==> src/rtl/arp_sequencer_pkg.sv <==
// arp_pkg: shared constants for the arpeggio note sequencer.
// Holds the pattern encodings, the controller state type, the divisor ROM
// (50 MHz / note frequency, truncated) and the LFSR step used by the random
// pattern when ARP_SEQUENCER_RANDOM_EN is defined.
package arp_pkg;

  localparam logic [1:0] MODE_UP     = 2'b00;
  localparam logic [1:0] MODE_DOWN   = 2'b01;
  localparam logic [1:0] MODE_UPDOWN = 2'b10;
  localparam logic [1:0] MODE_RANDOM = 2'b11;

  typedef enum logic [1:0] {
    IDLE   = 2'd0,
    DIRECT = 2'd1,
    ARP    = 2'd2
  } arp_state_t;

  // C4 D4 E4 F4 G4 A4 B4 C5
  localparam logic [17:0] NOTE_DIV_ROM [8] = '{
    18'd190839, 18'd170068, 18'd151515, 18'd143266,
    18'd127551, 18'd113636, 18'd101214, 18'd95602
  };

  // One step of an 8-bit Galois LFSR, taps 0xB8, shifting right.
  function automatic logic [7:0] lfsr_next(input logic [7:0] v);
    logic [7:0] shifted;
    shifted = v >> 1;
    if (v[0]) begin
      lfsr_next = shifted ^ 8'hB8;
    end else begin
      lfsr_next = shifted;
    end
  endfunction

endpackage

==> src/rtl/arp_sequencer_if.sv <==
// Switch / note bus between the panel (master) and the sequencer (slave).
interface arp_sequencer_if #(parameter int DIV_W = 18);
  logic [7:0]       SW;
  logic             ARP_ON;
  logic [1:0]       MODE;
  logic [DIV_W-1:0] NOTE_DIV;
  logic             NOTE_VALID;
  logic [2:0]       NOTE_IDX;
  logic             STEP_PULSE;
  logic [2:0]       LED;

  modport master (
    output SW, ARP_ON, MODE,
    input  NOTE_DIV, NOTE_VALID, NOTE_IDX, STEP_PULSE, LED
  );

  modport slave (
    input  SW, ARP_ON, MODE,
    output NOTE_DIV, NOTE_VALID, NOTE_IDX, STEP_PULSE, LED
  );
endinterface

==> src/rtl/arp_sequencer_note_scan.sv <==
// note_scan: circular search of an 8-bit note mask.
// Checks start, then start+1, start+2 ... (or start-1 ... when down is set),
// wrapping modulo 8, and returns the first set position. An empty mask
// returns start; the caller never acts on that case.
module note_scan (
  input  logic [7:0] mask,
  input  logic [2:0] start,
  input  logic       down,
  output logic [2:0] idx
);

  logic [2:0] pos;

  // Walk the scan order backwards so the earliest hit is written last
  always_comb begin
    idx = start;
    pos = start;
    for (int k = 7; k >= 0; k--) begin
      if (down) begin
        pos = start - 3'(k);
      end else begin
        pos = start + 3'(k);
      end
      if (mask[pos]) begin
        idx = pos;
      end else begin
        idx = idx;
      end
    end
  end

endmodule

==> src/rtl/arp_sequencer.sv <==
// arp_sequencer: note controller in front of the tone generator.
// Direct mode sounds the lowest held switch; arpeggio mode steps through the
// held notes every STEP_CYCLES with a GAP_CYCLES gate-off at the end of each
// step, in up / down / up-down / random order.
// Optional feature macro: ARP_SEQUENCER_RANDOM_EN (LFSR-driven random
// pattern for MODE=11; without it MODE=11 plays the up pattern).
module arp_sequencer
  import arp_pkg::*;
#(
  parameter int STEP_CYCLES = 12500000,
  parameter int GAP_CYCLES  = 500000,
  parameter int DIV_W       = 18
) (
  input  logic            CLK50MHZ,
  input  logic            RST_N,
  arp_sequencer_if.slave  bus
);

  localparam int TW = $clog2(STEP_CYCLES);
  localparam logic [TW-1:0] STEP_LAST = TW'(STEP_CYCLES - 1);
  localparam logic [TW-1:0] GAP_START = TW'(STEP_CYCLES - GAP_CYCLES);

  logic [7:0]       sw_meta, sw_sync;
  logic             arp_meta, arp_sync;
  arp_state_t       state;
  logic [TW-1:0]    timer;
  logic             dir_down;
  logic [DIV_W-1:0] note_div;
  logic             note_valid;
  logic [2:0]       note_idx;
  logic             step_pulse;

  logic [2:0]       scan_start, scan_idx;
  logic             scan_down, dir_next;
  logic [7:0]       higher_mask, lower_mask;

`ifdef ARP_SEQUENCER_RANDOM_EN
  logic [7:0]       lfsr;

  // Free-running pseudo-random source for the random pattern
  always_ff @(posedge CLK50MHZ or negedge RST_N) begin
    if (!RST_N) begin
      lfsr <= 8'hA5;
    end else begin
      lfsr <= lfsr_next(lfsr);
    end
  end
`endif

  // Two-flop synchronizers for the asynchronous switch inputs
  always_ff @(posedge CLK50MHZ or negedge RST_N) begin
    if (!RST_N) begin
      sw_meta  <= 8'd0;
      sw_sync  <= 8'd0;
      arp_meta <= 1'b0;
      arp_sync <= 1'b0;
    end else begin
      sw_meta  <= bus.SW;
      sw_sync  <= sw_meta;
      arp_meta <= bus.ARP_ON;
      arp_sync <= arp_meta;
    end
  end

  // Held notes strictly above / below the sounding one (up-down turnaround)
  assign higher_mask = sw_sync & ~((8'd2 << note_idx) - 8'd1);
  assign lower_mask  = sw_sync &  ((8'd1 << note_idx) - 8'd1);

  // Choose where the note search starts and which way it runs
  always_comb begin
    scan_start = 3'd0;
    scan_down  = 1'b0;
    dir_next   = dir_down;
    if (!arp_sync || state != ARP) begin
      // Direct note or first arpeggio step: lowest held note, highest for down
      scan_down  = arp_sync && (bus.MODE == MODE_DOWN);
      scan_start = scan_down ? 3'd7 : 3'd0;
      dir_next   = 1'b0;
    end else begin
      case (bus.MODE)
        MODE_DOWN: begin
          scan_start = note_idx - 3'd1;
          scan_down  = 1'b1;
        end
        MODE_UPDOWN: begin
          if (!dir_down) begin
            if (higher_mask != 8'd0) begin
              scan_start = note_idx + 3'd1;
              scan_down  = 1'b0;
              dir_next   = 1'b0;
            end else begin
              scan_start = note_idx - 3'd1;
              scan_down  = 1'b1;
              dir_next   = 1'b1;
            end
          end else begin
            if (lower_mask != 8'd0) begin
              scan_start = note_idx - 3'd1;
              scan_down  = 1'b1;
              dir_next   = 1'b1;
            end else begin
              scan_start = note_idx + 3'd1;
              scan_down  = 1'b0;
              dir_next   = 1'b0;
            end
          end
        end
`ifdef ARP_SEQUENCER_RANDOM_EN
        MODE_RANDOM: begin
          scan_start = lfsr[2:0];
          scan_down  = 1'b0;
        end
        MODE_UP: begin
          scan_start = note_idx + 3'd1;
          scan_down  = 1'b0;
        end
`else
        MODE_UP, MODE_RANDOM: begin
          scan_start = note_idx + 3'd1;
          scan_down  = 1'b0;
        end
`endif
        default: begin
          scan_start = note_idx + 3'd1;
          scan_down  = 1'b0;
        end
      endcase
    end
  end

  note_scan u_scan (
    .mask  (sw_sync),
    .start (scan_start),
    .down  (scan_down),
    .idx   (scan_idx)
  );

  // Controller FSM: state, step timer, direction and all registered outputs
  always_ff @(posedge CLK50MHZ or negedge RST_N) begin
    if (!RST_N) begin
      state      <= IDLE;
      timer      <= '0;
      dir_down   <= 1'b0;
      note_div   <= '0;
      note_valid <= 1'b0;
      note_idx   <= 3'd0;
      step_pulse <= 1'b0;
    end else begin
      if (sw_sync == 8'd0) begin
        state      <= IDLE;
        timer      <= '0;
        note_div   <= '0;
        note_valid <= 1'b0;
        step_pulse <= 1'b0;
      end else if (!arp_sync) begin
        state      <= DIRECT;
        timer      <= '0;
        dir_down   <= 1'b0;
        note_idx   <= scan_idx;
        note_div   <= DIV_W'(NOTE_DIV_ROM[scan_idx]);
        note_valid <= 1'b1;
        step_pulse <= 1'b0;
      end else if (state != ARP || !sw_sync[note_idx] || timer == STEP_LAST) begin
        // New step: entry, sounding note released, or step boundary
        state      <= ARP;
        timer      <= '0;
        dir_down   <= dir_next;
        note_idx   <= scan_idx;
        note_div   <= DIV_W'(NOTE_DIV_ROM[scan_idx]);
        note_valid <= 1'b1;
        step_pulse <= 1'b1;
      end else begin
        timer      <= timer + TW'(1);
        note_valid <= (timer + TW'(1)) < GAP_START;
        step_pulse <= 1'b0;
      end
    end
  end

  assign bus.NOTE_DIV   = note_div;
  assign bus.NOTE_VALID = note_valid;
  assign bus.NOTE_IDX   = note_idx;
  assign bus.STEP_PULSE = step_pulse;
  assign bus.LED        = note_idx;

endmodule

==> src/flat_wrapper.sv <==
// flat-port wrapper written by rule: the top's interface ports become plain ports
module arp_sequencer_flat import arp_pkg::*;
#(
  parameter int STEP_CYCLES = 12500000,
  parameter int GAP_CYCLES  = 500000,
  parameter int DIV_W       = 18
)
  (CLK50MHZ, RST_N, bus_SW, bus_ARP_ON, bus_MODE, bus_NOTE_DIV, bus_NOTE_VALID, bus_NOTE_IDX, bus_STEP_PULSE, bus_LED);
  arp_sequencer_if #(.DIV_W(DIV_W)) bus_i ();
  input  logic CLK50MHZ;
  input  logic RST_N;
  input wire logic [$bits(bus_i.SW)-1:0] bus_SW;
  input wire logic [$bits(bus_i.ARP_ON)-1:0] bus_ARP_ON;
  input wire logic [$bits(bus_i.MODE)-1:0] bus_MODE;
  output wire logic [$bits(bus_i.NOTE_DIV)-1:0] bus_NOTE_DIV;
  output wire logic [$bits(bus_i.NOTE_VALID)-1:0] bus_NOTE_VALID;
  output wire logic [$bits(bus_i.NOTE_IDX)-1:0] bus_NOTE_IDX;
  output wire logic [$bits(bus_i.STEP_PULSE)-1:0] bus_STEP_PULSE;
  output wire logic [$bits(bus_i.LED)-1:0] bus_LED;
  assign bus_i.SW = bus_SW;
  assign bus_i.ARP_ON = bus_ARP_ON;
  assign bus_i.MODE = bus_MODE;
  assign bus_NOTE_DIV = bus_i.NOTE_DIV;
  assign bus_NOTE_VALID = bus_i.NOTE_VALID;
  assign bus_NOTE_IDX = bus_i.NOTE_IDX;
  assign bus_STEP_PULSE = bus_i.STEP_PULSE;
  assign bus_LED = bus_i.LED;
  arp_sequencer #(.STEP_CYCLES(STEP_CYCLES), .GAP_CYCLES(GAP_CYCLES), .DIV_W(DIV_W)) u_core (.CLK50MHZ(CLK50MHZ), .RST_N(RST_N), .bus(bus_i));
endmodule
==> config.mk <==
export PLATFORM = sky130hd
export DESIGN_NAME = arp_sequencer_flat
export DESIGN_NICKNAME = d
export VERILOG_FILES = /design/src/rtl/arp_sequencer_pkg.sv /design/src/rtl/arp_sequencer_if.sv /design/src/rtl/arp_sequencer_note_scan.sv /design/src/rtl/arp_sequencer.sv /design/src/flat_wrapper.sv
export SDC_FILE = /design/constraint.sdc
export NUM_CORES = 1
export LEC_CHECK = 0
export CORE_ASPECT_RATIO = 0.7
export CORE_MARGIN = 2
export CORE_UTILIZATION = 53
export CTS_CLUSTER_DIAMETER = 150
export DETAILED_ROUTE_END_ITERATION = 7
export HOLD_SLACK_MARGIN = 0.08
export PLACE_DENSITY = 0.77
export SETUP_SLACK_MARGIN = 0.2
export SLEW_MARGIN = 20
export SYNTH_ARGS = -nofsm -noshare
export SYNTH_HDL_FRONTEND = slang
export SYNTH_SLANG_ARGS = --single-unit
==> constraint.sdc <==
create_clock -name CLK50MHZ -period 6.5 [get_ports CLK50MHZ]
set_input_delay 1.625 -clock CLK50MHZ [delete_from_list [all_inputs] [get_ports CLK50MHZ]]
set_output_delay 1.625 -clock CLK50MHZ [all_outputs]
set_load 0.05 [all_outputs]
* Yosys cells after proc, flatten, opt, wreduce, memory -nomap -nowiden
Memories as Yosys holds them, arrays and structs flattened.
Cells that the tools add are included.
** Operators by class
- $add $sub $neg :: 19
- Order comparisons :: 11
- Equal/unequal tests :: 8
- Shifts and indexed selects :: 2
- Mux-type cells :: 67
- Bitwise operators :: 5
- Reduce and logical (&&, ||, !) cells :: 13
** Operators by type and width (number)
- 18-bit two-way mux :: 5
- 24-bit two-way mux :: 3
- 3-bit two-way mux :: 22
- 3-bit by 4-bit < comparator with 1-bit output, second input constant :: 9
- 1-bit binary-select mux with 3-bit select :: 9
- 24-bit by 1-bit adder with 24-bit output, second input constant :: 1
- 24-bit equality test, second input constant :: 1
- 24-bit < comparator, second input constant :: 1
- 1-bit two-way mux :: 23
- 8-bit bitwise AND :: 2
- 8-bit nonzero test :: 2
- 8-bit by 1-bit subtractor with 8-bit output, second input constant :: 2
- 3-bit adder, second input constant :: 4
- 3-bit subtractor, second input constant :: 4
- 3-bit case mux with 3 select lines :: 1
- 8-bit zero test :: 1
- 8-bit inverter :: 1
- 1-bit by 3-bit << shifter with 8-bit output, first input constant :: 1
- 2-bit by 3-bit << shifter with 8-bit output, first input constant :: 1
- 3-bit by 1-bit adder with 3-bit output, second input constant :: 2
- 3-bit by 2-bit adder with 3-bit output, second input constant :: 2
- 2-bit two-way mux :: 3
- 3-bit inequality test, second input constant :: 2
- 3-bit by 1-bit subtractor with 3-bit output, second input constant :: 2
- other kinds (15) :: 21
** Word-level totals
- Register bits after elaboration :: 68
- Memory bits (read-only) :: 144
- Logic and storage cells :: 137
- Memories kept :: 1
** Memory list
- (name not given) :: words 8, bits a word 18, read ports 1, clocked after Yosys merged registers in 0, wr ports 0, line arp_sequencer.sv:160 : note_div <= DIV_W'(NOTE_DIV_ROM[scan_idx]);

* Depth between registers and ports, before layout
- Depth after elaboration :: 28
- Depth in mapped cells :: 28
- Gate-level depth less buffers :: 25

* Modules after synthesis
Synthesis repeated with hierarchy kept, for this count alone.
** Second synthesis, totals
- Cell total of the unflattened synthesis :: 470
- Area, all modules :: 4628.2 µm²
** Modules (own cells, without submodules)
- arp_sequencer :: times used 1, cells each 394, area an instance 3803.6 µm², seq. area each 1651.6 µm²
- note_scan :: times used 1, cells each 76, area an instance 824.5 µm², seq. area each 0.0 µm²

* Least setup slack after synthesis
No wires, ideal clock.
- Path kind :: register -> register
- Start :: register u_core.note_idx[0] (netlist: u_core.bus.LED[0])
- End :: register u_core.note_div[14] (netlist: u_core.bus.NOTE_DIV[14])
- Setup time :: 0.139 ns
- Arrival :: 6.410 ns
- Path slack :: -0.049 ns
- Cell stages (with the launch flop) :: 29
- Clock period less this slack :: 6.549 ns
- Cell sequence :: dfrtp_1 > inv_1 > ha_1 > buf_6 > nor2b_1 > inv_1 > ha_1 > or3b_1 > o221ai_1 > o2111a_1 > nand2_2 > mux2_4 > o31a_1 > inv_1 > buf_6 > fa_1 > clkbuf_1 > mux4_2 > nor2_1 > nor2_1 > a221oi_1 > o31a_1 > o32ai_2 > xnor2_2 > inv_1 > ha_1 > and3_1 > a22oi_1 > o21ai_0
** On the way
- Cells in the longest elaborated chain, start to end :: 28
- Elaborated cells on any way between the ends :: 79
** RTL lines
- from (decl) :: line arp_sequencer.sv:30 : logic [2:0] note_idx;
- from (signal assigned) :: line arp_sequencer.sv:159 : note_idx <= scan_idx;
- from (signal assigned) :: line arp_sequencer.sv:168 : note_idx <= scan_idx;
- 2-bit by 3-bit << shifter with 8-bit output :: line arp_sequencer.sv:66 : assign higher_mask = sw_sync & ~((8'd2 << note_idx) - 8'd1);
- 8-bit by 1-bit subtractor with 8-bit output :: line arp_sequencer.sv:66
- 8-bit inverter :: line arp_sequencer.sv:66
- 8-bit bitwise AND :: line arp_sequencer.sv:66
- 8-bit nonzero test :: line arp_sequencer.sv:87 : if (higher_mask != 8'd0) begin
- 3-bit two-way mux :: line arp_sequencer.sv:87
- 3-bit two-way mux :: line arp_sequencer.sv:86 : if (!dir_down) begin
- 3-bit case mux with 3 select lines :: line arp_sequencer.sv:80 : case (bus.MODE)
- [... 12 more ...]
- 3-bit two-way mux * :: line arp_sequencer_note_scan.sv:24 : if (mask[pos]) begin
- named net u_core.scan_idx[0] :: line arp_sequencer.sv:33 : logic [2:0] scan_start, scan_idx;
- 3-bit inverter with 4-bit output (not written as such) * :: line arp_sequencer.sv:160, arp_sequencer.sv:169
- memory read 8 x 18 bit *
- 18-bit two-way mux (not written as such) * (2 in series) :: line arp_sequencer.sv:169 : note_div <= DIV_W'(NOTE_DIV_ROM[scan_idx]);
- 18-bit two-way mux :: line arp_sequencer.sv:163 : end else if (state != ARP || !sw_sync[note_idx] || timer == STEP_LAST) begin
- 18-bit two-way mux * :: line arp_sequencer.sv:155 : end else if (!arp_sync) begin
- 18-bit two-way mux * :: line arp_sequencer.sv:149 : if (sw_sync == 8'd0) begin
- to (signal assigned) :: line arp_sequencer.sv:160
- to (signal assigned) :: line arp_sequencer.sv:169
- to (decl) :: line arp_sequencer.sv:28 : logic [DIV_W-1:0] note_div;
Mark *: on every way through the listed nets, which the timed path passes. The rest lies on a longest branch. The select of a mux whose other input is x is not followed.
A chain may end at the register's enable or synchronous reset.

* Worst setup path after layout
- Start :: input port bus_MODE[0]
- End :: register u_core.note_div[14] (netlist: u_core.bus.NOTE_DIV[14])
** On the way
- Cells in the longest elaborated chain, start to end :: 23
- Elaborated cells on any way between the ends :: 63
** RTL lines
- from (decl) :: line flat_wrapper.sv:14 : input wire logic [$bits(bus_i.MODE)-1:0] bus_MODE;
- 2-bit equality test (tied with other cells) :: line arp_sequencer.sv:80
- 2-bit OR reduction or 1-bit logical AND (tied branches) :: line arp_sequencer.sv:80, arp_sequencer.sv:76
- 3-bit case mux with 3 select lines or 3-bit two-way mux (tied branches) :: line arp_sequencer.sv:80, arp_sequencer.sv:77
- 3-bit two-way mux :: line arp_sequencer.sv:74 : if (!arp_sync || state != ARP) begin
- 3-bit adder or 3-bit subtractor (tied branches) :: line arp_sequencer_note_scan.sv:22, arp_sequencer_note_scan.sv:20
- 3-bit two-way mux :: line arp_sequencer_note_scan.sv:19 : if (down) begin
- 1-bit binary-select mux with 3-bit select :: line arp_sequencer_note_scan.sv:24
- 1-bit two-way mux (not written as such) :: line arp_sequencer_note_scan.sv:24
- 3-bit two-way mux (7 in series) :: line arp_sequencer_note_scan.sv:24
- 3-bit two-way mux * :: line arp_sequencer_note_scan.sv:24
- named net u_core.scan_idx[0] :: line arp_sequencer.sv:33
- 3-bit inverter with 4-bit output (not written as such) * :: line arp_sequencer.sv:160, arp_sequencer.sv:169
- memory read 8 x 18 bit *
- 18-bit two-way mux (not written as such) * (2 in series) :: line arp_sequencer.sv:169
- 18-bit two-way mux :: line arp_sequencer.sv:163
- 18-bit two-way mux * :: line arp_sequencer.sv:155
- 18-bit two-way mux * :: line arp_sequencer.sv:149
Marks and branches as above.

==> impl_metrics.json <==
{
  "status": "finished, final reports clean",
  "hp-class": "register to register",
  "ys_types": 80,
  "grt.overflow.total": 0,
  "wl_um": 11700,
  "design_area_mm2": 0.00568,
  "design.core.area_mm2": 0.00858,
  "power_frac_clock_pct": 22.3,
  "fin_skew_ps": 6.83,
  "die_h_um": 83.4,
  "cts_tree": "built",
  "path_clk_slew_ps": 50,
  "dr.pass1.iters": 6,
  "switching_power_mw": 1.01,
  "syn_to_final_growth_pct": 19.0,
  "grt_antenna_before_repair": 1,
  "cp-end-kind": "register",
  "ant_nets": 0,
  "grt_util_met3_pct": 7.35,
  "clock.fmax_mhz": 164,
  "avgSynthCellArea_um2": 9.21,
  "post_drt_wl_per_cell_um": 17.1,
  "rsz0062_at_grt": "false",
  "grt_pass1_wl_um": 19600,
  "grt_util_all_layers_pct": 24.7,
  "power_frac_comb_pct": 54.8,
  "cpPeakStageDelay_ps": 540,
  "irDropWorstVdd_v": 0.000321,
  "yosys_warnings": 0,
  "seq_power_share_pct": 22.9,
  "crit_chain": "clkdlybuf4s50_1, inv_1, ha_1, nand2_2, nor3_1, mux2_1, o31a_1, inv_1, fa_1, buf_4, mux4_2, mux2_1, a221oi_2, o31a_1, o32ai_2, xnor2_2, inv_1, ha_1, and3_1, a22oi_1, o21ai_0",
  "slowest_stage": "clkdlybuf4s50_1",
  "hpwlAfterDp_um": 8480,
  "clock_sinks": 66,
  "finalCritPeriodShare_pct": 93.6,
  "internal_power_mw": 1.36,
  "yosysTopAreaCell": "dfrtp_1",
  "crit_top_cell": "inv_1",
  "die-area_mm2": 0.00979,
  "crit_buf_inv": 5,
  "nNetsFinal": 596,
  "power_density_mw_per_mm2": 417,
  "h-tree-depth": 3,
  "setup_viol": 0,
  "setup-tns-final_ps": 0,
  "grt_util_met2_pct": 37.5,
  "port-buffer-count": 38,
  "synth.top_cells.by_area": "dfrtp_1 35%, nor2_1 5.6%, ha_1 5.2%",
  "syn_inst": 518,
  "final-hold-violation-count": 0,
  "root_buffer": "clkbuf_16",
  "synth_seq_cells": 66,
  "synth-edff-count": 0,
  "slew_headroom_pct": 37.2,
  "power_mw": 2.37,
  "worst_slew_pin_slew_ps": 940,
  "ys.flop_type": "dfrtp_1",
  "path_class": "input port to register",
  "die_x_um": 117,
  "grt_max_degree": 67,
  "met1_usage_pct": 34.9,
  "vias": 4131,
  "drt_iter0_markers": 306,
  "worst_path_dominant_cell_family": "compound AO/OA/AOI/OAI gates",
  "yosysTopAreaCellShare_pct": 34.6,
  "place_congestion": 1.01,
  "ios": 39,
  "synthesis.nets": 553,
  "row_count": 28,
  "grt_pass1_vias": 3913,
  "cts-hold-fix-buffers": 0,
  "power.leakage_nw": 2.38,
  "ys_async_sr_fraction_pct": 100,
  "swShare_pct": 42.7,
  "syn_area_mm2": 0.00477,
  "numCtsBuffers": 9,
  "worstSetupStartpointType": "input port",
  "drv_cap": 0,
  "routed_via_density": 6.01,
  "placedInstanceArea_mm2": 0.00525,
  "gr-max-usage-layer": "met2",
  "fin_crit_ps": 6090,
  "insertion_delay_ps": 330,
  "crit_fanout": 8,
  "clock_path_buffers": 2,
  "drive_above_1_share_pct": 15.0,
  "drcViolationCount": 0,
  "initial_core_util_pct": 55.6,
  "drv_slew": 0,
  "yosysSeqAreaShare_pct": 34.6,
  "cp.arrival_ps": 6290,
  "required_ps": 6700
}
-- worst paths after layout --
kind | end | slack, ps | cells past startpoint | startpoint
setup / recovery | u_core.bus.NOTE_DIV[14] | 410 | 21 | bus_MODE[0]
hold / removal | u_core.sw_sync[7] | 340 | 0 | u_core.sw_meta[7]
setup reg to reg | u_core.bus.NOTE_DIV[14] | 540 | 25 | u_core.bus.LED[1]
hold reg to reg | u_core.sw_sync[7] | 340 | 0 | u_core.sw_meta[7]
max in group asynchronous | u_core.bus.LED[2] | 4460 | 2 | RST_N
min in group asynchronous | u_core.bus.NOTE_DIV[10] | 1460 | 2 | RST_N
-- repair_timing --
item                                    CTS  global route
endpoints found under the setup margin    0            15
resized for setup                         0             9
buffers inserted                          0             6
hold endpoints to repair                  0             0
-- flip-flops by register name, indices dropped and copies added, names as in the netlist --
signal,count
u_core.bus.NOTE_DIV,16
u_core.sw_sync,8
u_core.state,2
u_core.timer,24
u_core.sw_meta,8
u_core.dir_down,1
u_core.bus.NOTE_VALID,1
u_core.bus.STEP_PULSE,1
u_core.arp_meta,1
u_core.arp_sync,1
u_core.bus.LED,3
-- synth_stat cells (all sizes together) (3+ instances only) --
library cell  number
mux2i             22
or2                3
a22oi              6
a22o               4
mux2              10
a211oi             4
ha                20
o211ai             5
o311ai             3
o21ai             29
nor4               5
inv               22
o21a               3
dfrtp             66
clkbuf            14
xnor2             18
a21oi             15
mux4               4
buf               17
nor3              10
nand2b             4
o21bai             3
o31ai              3
o221ai             5
and3               9
nand4              6
nand3             23
nor2              71
and2               6
a21o               6
nor2b              8
nand2             42
xor2              13
o22ai              4
o31a               4
-- power groups by stage --
| stage | Sequential (mW) | Clock, mW | Combinational, mW |
|---|---|---|---|
| after floorplan | 0.733 | 0 | 0.757 |
| final | 0.543 | 0.529 | 1.30 |
| after detailed placement | 0.546 | 0 | 1.25 |
| after global placement | 0.544 | 0 | 1.23 |
| after global routing | 0.551 | 0.556 | 1.39 |
| after CTS | 0.540 | 0.539 | 1.25 |
-- worst reg2reg max path: cells and delay by family (launching register included) --
family	cells	cell delay [ps]
fa+ha+maj	4	1250
flops	1	470
compound gates	7	1340
mux	4	1330
simple gates	4	630
xor+xnor	1	150
buf+inv	5	660
-- logic make-up after synthesis --
group                    after synthesis  share of synthesized area (%)
AO/OA/AOI/OAI                        115                           17.9
XOR/XNOR                              31                           6.71
adder cells (fa/ha/maj)               22                           6.08
buffers and inverters                 53                           5.72
flip-flops                            66                           34.6
multiplexers                          36                           9.18
AND/OR/NAND/NOR                      195                           19.8
-- cell usage in the layout (no fill, tap or decap), types with 15 or more instances in the layout --
cell type         n
nor2_1           71
dfrtp_1          63
nand2_1          39
clkdlybuf4s50_1  37
buf_4            25
nand3_1          23
o21ai_0          23
inv_1            22
mux2i_1          21
ha_1             19
a21oi_1          15
-- through the flow --
stage / setup slack, ps / hold slack [ps] / cells / utilization (%)
floorplan: 288 / 331 / 518 / -
global placement: 30.5 / 334 / 664 / 61.2
detailed placement: -42.5 / 335 / 664 / 61.2
CTS: 282 / 346 / 680 / 65.0
global route: 183 / 349 / 686 / 66.1
finish: 414 / 345 / 687 / 66.1
-- final cells by class --
class                   instances  area [um2]
fillers                       695        2910
multi-input cells             399        2890
flip-flops and latches         66        1660
repair buffers                 63         563
clock buffers                  12         256
well taps                     120         150
inverters                      22        82.6
clock inverters                 4        75.1
diodes                          1        2.50
-- per-layer routing --
metal  wire, um  part of all wire, %
met3        918                  7.8
met4        102                 0.87
met5          0                    0
met1       5570                   47
met2       5160                   44
Power figures use the tool's default switching activity.
